==> config.mk <==
export PLATFORM = sky130hd
export DESIGN_NAME = mesm6_mem_arbiter
export DESIGN_NICKNAME = d
export VERILOG_FILES = /design/src/rtl/mesm6_mem_arbiter.sv
export SDC_FILE = /design/constraint.sdc
export NUM_CORES = 1
export LEC_CHECK = 0
export ABC_AREA = 0
export ABC_CLOCK_PERIOD_IN_PS = 3900
export BUFFER_PORTS_ARGS = -buffer_cell sky130_fd_sc_hd__buf_2
export CORE_MARGIN = 4
export CORE_UTILIZATION = 52
export DETAILED_ROUTE_END_ITERATION = 10
export GPL_TIMING_DRIVEN = 0
export HOLD_SLACK_MARGIN = 0.1
export PLACE_DENSITY = 0.84
export SYNTH_ARGS = -nofsm -noshare
export SYNTH_HDL_FRONTEND = slang
export SYNTH_SLANG_ARGS = --single-unit
==> constraint.sdc <==
create_clock -name clk -period 3.9 [get_ports clk]
set_clock_uncertainty 0.15 [all_clocks]
set_input_delay 0.195 -clock clk [delete_from_list [all_inputs] [get_ports clk]]
set_output_delay 0.195 -clock clk [all_outputs]
set_load 0.01 [all_outputs]
==> src/rtl/mesm6_mem_arbiter.sv <==
// mesm6_mem_arbiter: merges the core's instruction and data buses onto one
// single-port memory. Data cycles go ahead of fetch cycles. The requests are
// sampled once in IDLE. All outputs are registered. Completion is reported to
// the core as one-cycle *_done pulses, issued together in the DONE state.
module mesm6_mem_arbiter #(
   parameter int unsigned AW = 15,
   parameter int unsigned DW = 48
) (
   input  logic          clk,
   input  logic          reset,
   input  logic          ibus_fetch,
   input  logic [AW-1:0] ibus_addr,
   output logic [DW-1:0] ibus_input,
   output logic          ibus_done,
   input  logic          dbus_read,
   input  logic          dbus_write,
   input  logic [AW-1:0] dbus_addr,
   input  logic [DW-1:0] dbus_output,
   output logic [DW-1:0] dbus_input,
   output logic          dbus_done,
   output logic          mem_req,
   output logic          mem_we,
   output logic [AW-1:0] mem_addr,
   output logic [DW-1:0] mem_wdata,
   input  logic [DW-1:0] mem_rdata,
   input  logic          mem_ack,
   output logic          bus_err
);

   typedef enum logic [1:0] {IDLE, DCYC, ICYC, DONE} state_t;

   state_t        state, state_nx;
   logic          pend_i, pend_i_nx;
   logic          data_served, data_served_nx;
   logic [AW-1:0] fetch_addr, fetch_addr_nx;

   logic          mem_req_nx, mem_we_nx;
   logic [AW-1:0] mem_addr_nx;
   logic [DW-1:0] mem_wdata_nx;
   logic [DW-1:0] ibus_input_nx, dbus_input_nx;
   logic          ibus_done_nx, dbus_done_nx, bus_err_nx;

   // Next-state and next-output logic. The done pulses are raised on the
   // transition into DONE, so that they are visible while the state is DONE.
   always_comb begin
      state_nx       = state;
      pend_i_nx      = pend_i;
      data_served_nx = data_served;
      fetch_addr_nx  = fetch_addr;
      mem_req_nx     = mem_req;
      mem_we_nx      = mem_we;
      mem_addr_nx    = mem_addr;
      mem_wdata_nx   = mem_wdata;
      ibus_input_nx  = ibus_input;
      dbus_input_nx  = dbus_input;
      ibus_done_nx   = 1'b0;
      dbus_done_nx   = 1'b0;
      bus_err_nx     = bus_err;
      unique case (state)
         IDLE: begin
            pend_i_nx      = ibus_fetch;
            data_served_nx = 1'b0;
            fetch_addr_nx  = ibus_addr;
            if (dbus_read && dbus_write) bus_err_nx = 1'b1;
            if (dbus_read || dbus_write) begin
               state_nx     = DCYC;
               mem_req_nx   = 1'b1;
               mem_we_nx    = dbus_write;
               mem_addr_nx  = dbus_addr;
               mem_wdata_nx = dbus_output;
            end else if (ibus_fetch) begin
               state_nx    = ICYC;
               mem_req_nx  = 1'b1;
               mem_we_nx   = 1'b0;
               mem_addr_nx = ibus_addr;
            end
         end
         DCYC: begin
            if (mem_ack) begin
               if (!mem_we) dbus_input_nx = mem_rdata;
               data_served_nx = 1'b1;
               if (pend_i) begin
                  // mem_req stays high; the fetch cycle follows back to back
                  state_nx    = ICYC;
                  mem_we_nx   = 1'b0;
                  mem_addr_nx = fetch_addr;
               end else begin
                  state_nx     = DONE;
                  mem_req_nx   = 1'b0;
                  dbus_done_nx = 1'b1;
               end
            end
         end
         ICYC: begin
            if (mem_ack) begin
               ibus_input_nx = mem_rdata;
               pend_i_nx     = 1'b0;
               state_nx      = DONE;
               mem_req_nx    = 1'b0;
               ibus_done_nx  = 1'b1;
               dbus_done_nx  = data_served;
            end
         end
         DONE: state_nx = IDLE;
         default: state_nx = IDLE;
      endcase
   end

   // State and registered outputs; async active-low reset drops mem_req at once.
   always_ff @(posedge clk or negedge reset) begin
      if (!reset) begin
         state       <= IDLE;
         pend_i      <= 1'b0;
         data_served <= 1'b0;
         fetch_addr  <= '0;
         mem_req     <= 1'b0;
         mem_we      <= 1'b0;
         mem_addr    <= '0;
         mem_wdata   <= '0;
         ibus_input  <= '0;
         dbus_input  <= '0;
         ibus_done   <= 1'b0;
         dbus_done   <= 1'b0;
         bus_err     <= 1'b0;
      end else begin
         state       <= state_nx;
         pend_i      <= pend_i_nx;
         data_served <= data_served_nx;
         fetch_addr  <= fetch_addr_nx;
         mem_req     <= mem_req_nx;
         mem_we      <= mem_we_nx;
         mem_addr    <= mem_addr_nx;
         mem_wdata   <= mem_wdata_nx;
         ibus_input  <= ibus_input_nx;
         dbus_input  <= dbus_input_nx;
         ibus_done   <= ibus_done_nx;
         dbus_done   <= dbus_done_nx;
         bus_err     <= bus_err_nx;
      end
   end

endmodule

# After elaboration in Yosys (flattened, before gate mapping)

Cells that the tools add are included.

Equality and inequality tests: 8
Mux-type cells: 31
Bitwise gates (word level): 1
Reduce and logical (&&, ||, !) cells: 15

Operators by type and width:

| cell                                           | count |
|---|---|
| 2-to-1 mux 15 bit                              | 4 |
| case mux 15 bit (2 select lines)               | 1 |
| 2-to-1 mux 1 bit                               | 16 |
| AND reduction 2 bit                            | 5 |
| 2-to-1 mux 2 bit                               | 4 |
| inequality test 2 bit (second input constant)  | 4 |
| case mux 1 bit (2 select lines)                | 4 |
| case mux 2 bit (4 select lines)                | 1 |
| AND reduction 3 bit                            | 2 |
| AND reduction 5 bit                            | 1 |
| == test 2 bit (second input constant)          | 2 |
| AND reduction 4 bit                            | 1 |
| nonzero test 2 bit                             | 2 |
| inequality test 3 bit (second input constant)  | 1 |
| case mux 1 bit (3 select lines)                | 1 |
| nonzero test 3 bit                             | 1 |
| == test 2 x 1 -> 1 bit (second input constant) | 1 |
| zero test 2 bit                                | 1 |
| logical AND 1 bit                              | 1 |
| logical OR 1 bit                               | 1 |
| inverter 1 bit                                 | 1 |

Bits in registers: 183
Output and inout port bits: 164

# Longest topological paths before layout

Word-level depth: 3
Depth in mapped cells: 8
Mapped depth without buffers: 6

# Worst setup path after synthesis

No wires, ideal clock.

Path kind: register to register
From: reg state[0]
To: reg ibus_input[38]
Data arrival time: 1.582 ns
Setup slack: 2.043 ns
Stages on the path, launching flop included: 7
Buffers on the path: 2
Clock period less this slack: 1.857 ns
Cell sequence: dfrtp_1 -> inv_1 -> ha_1 -> nand2_1 -> buf_2 -> buf_2 -> mux2_2

Longest elaborated chain between the ends: 2

RTL lines:

| what                                 | RTL line | RTL |
|---|---|---|
| start: declaration                   | 32       | `state_t state, state_nx;` |
| start signal: assignment             | 126      | `state <= state_nx;` |
| == test 2 bit                        | 59       | `unique case (state)` |
| AND reduction 2 bit (no source line) | --       |  |
| end signal: assignment               | 134      | `ibus_input <= ibus_input_nx;` |
| end: declaration                     | 13       | `output logic [DW-1:0] ibus_input,` |

No other way between the ends.
A chain may end at the register's enable or synchronous reset.

# Worst setup path in the final report

From: reg state[0]
To: reg ibus_input[41]

Same word-level chain as after synthesis.

==> metrics.yaml <==
layout_common_cells: "312 x buf_2, 183 x dfrtp_1, 154 x mux2_2"
start_kind: "register"
syn_area_mm2: 0.007253
die_area_mm2: 0.01590
ioPinCount: 296
synth_fp_nets: 604
combPwrFrac_pct: 41.4
cellPowerDensity_mw_per_mm2: 804.4
dp_cells: 939
maxCapViolations: 0
cts_buffer_depth: 2
met1_usage_pct: 32.54
post-route-period-util_pct: 58.47
die_x_um: 126.1
seqPwrFrac_pct: 39.1
area_delta_synth_final_pct: 50.39
clk_pin_slew_worst_paths_ns: 0.07
cts-root-buf: "clkbuf_16"
place.gp.congestion: 0.8265
max-vdd-ir-drop_mv: 0.4454
grt.met3_usage_pct: 6.774
cts_made_buffers: 17
via_per_inst: 5.222
setup_viol: 0
dp_hpwl_mm: 14.12
p_sw_uw: 3100
outcome: "finished, final reports clean"
clkPwrFrac_pct: 19.4
cts-htree-levels: 4
p_int_uw: 5674
synth_top_area_share_pct: 63.14
stdcell_count: 1106
grt_first_pass_wirelength_mm: 35.83
layout_min_cycle_time_ns: 2.280
total_power_uw: 8775
ys.flop_type: "dfrtp_1"
grt_pass1_vias: 6693
multiInputGateArea_mm2: 0.002505
yosys.area.top_type: "dfrtp_1"
synth_area_per_cell_um2: 15.53
grt_usage_pct: 28.72
startpoint: "state[0]$_DFFE_PN0P_"
port_buffers: 295
firstDrtPassIters: 4
drive_gt1_share_pct: 54.53
yosys-top-cells-area: "dfrtp_1 63%, mux2_2 24%, mux2_1 3.1%"
layout_commonest_cell: "buf_2"
met2_usage_pct: 51.49
synth_cells: 467
p_leak_uw: 0.005267
critPathCaptureType: "register"
rows: 42
ant_nets: 0
finalHoldViolCount: 0
overflow: 0
cts_tree: "yes"
dr_total_vias: 5775
ys_async_sr_fraction_pct: 100.0
grt_antenna_before_repair: 1
nNetsFinal: 1052
core_mm2: 0.01345
synth_edf_count: 0
fmax_mhz: 438.6
initial_core_util_pct: 53.92
grt_busiest_layer: "met2"
drt_iter0_markers: 312
hp-class: "input pin to asynchronous set/reset pin"
drc_errors: 0
grt_max_degree: 107
yosysUniqueCellTypes: 24
arrival_ns: 2.43
ys_ff_latch: 183
cp.required_ns: 4.05
cts.sinks: 183
r2r_start: "state[0]$_DFFE_PN0P_"
wirelength_mm: 22.27
critical_path_class: "register to register"
yosysWarnings: 0
wl_per_cell_um: 20.14
die_y_um: 126.1
maxSlewViolCount: 0
regArea_mm2: 0.004579
cp_max_fo: 10
final_util_pct: 81.08
tightestPinTransition_ns: 0.5925
whs_ns: 0.1594
p_sw_share_pct: 35.33
slew_headroom_pct: 60.50
fillerInstances: 679
rsz0062_at_grt: "no"
setup-tns-final_ns: 0
clk_latency_ns: 0.42
synth-seq-area-share_pct: 63.14
kinds of logic (layout without fill, tap and decap cells):
family | after synthesis | after routing | synth area share, %
other | 0 | 2 | 0
and+or+nand+nor | 26 | 26 | 1.794
buffers and inverters | 30 | 491 | 2.329
adders and majority gates | 5 | 5 | 0.8625
muxes | 192 | 192 | 29.50
DFF | 183 | 183 | 63.14
AOI/OAI and AO/OA | 31 | 31 | 2.381
critical path, cell delays in order, from the launching register on:
cell     delay [ns]
dfrtp_1        0.43
inv_1          0.09
ha_1           0.29
nand2_1        0.21
buf_2          0.30
buf_2          0.31
mux2_2         0.38
what timing repair did:
| action | in CTS | in global routing |
|---|---|---|
| gates resized for setup | 0 | 0 |
| hold buffers | 133 | 0 |
| setup buffers | 0 | 0 |
| endpoints found under the hold margin | 257 | 0 |
layout make-up:
class	count	share of cell area, %
Antenna cell	2	0.04588
Clock buffer	21	4.221
Timing Repair Buffer	429	26.08
Multi-Input combinational cell	254	22.96
Sequential cell	183	41.98
Clock inverter	11	1.136
Inverter	7	0.2409
Buffer	23	1.308
Tap cell	176	2.019
power by group through the flow:
stage	combinational [uW]	clock (uW)	sequential (uW)
floorplan	1600	0	3760
global route	3910	1800	3530
detailed placement	3470	0	3400
global placement	3330	0	3320
finish	3640	1700	3430
CTS	3610	1720	3380
registers in the layout, summed over array words and instances (netlist names):
name / count
bus_err: 1
ibus_input: 48
mem_req: 1
dbus_done: 1
pend_i: 1
state: 2
ibus_done: 1
fetch_addr: 15
data_served: 1
mem_we: 1
mem_addr: 15
mem_wdata: 48
dbus_input: 48
cell usage after synthesis (3+ instances only):
cell type and count:
mux2_1 20, buf_6 4, mux2_2 154, inv_1 7, buf_2 18, dfrtp_1 183
o21ai_0 7, o21ai_1 15, nand2b_1 3, ha_1 5, mux2i_1 18, a21oi_1 3
nand2_1 19
path summary, 6_finish.rpt:
check,end,slack [ns],cells past startpoint
setup reg to reg,ibus_input[41]$_DFFE_PN0P_,1.62,6
setup / recovery,ibus_input[41]$_DFFE_PN0P_,1.62,6
hold / removal,fetch_addr[0]$_DFFE_PN0P_,0.16,2
min in group clk,mem_addr[11]$_DFFE_PN0P_,0.34,2
max in group asynchronous,dbus_input[3]$_DFFE_PN0P_,2.53,3
hold reg to reg,mem_addr[11]$_DFFE_PN0P_,0.34,2
metal layers:
metal  wire, um  vias up
li1           -     2546
met2      11810      284
met5          0        -
met4        816        0
met3       1452       71
met1       8192     2874
metrics by stage:
stage	area, um^2	setup WS, ns
after floorplan	7253	2.043
after global placement	8950	-0.1205
after detailed placement	8987	1.630
after CTS	10900	1.596
after global routing	10910	1.485
final	10910	1.620
No activity file was read; power rests on OpenSTA's default activity.
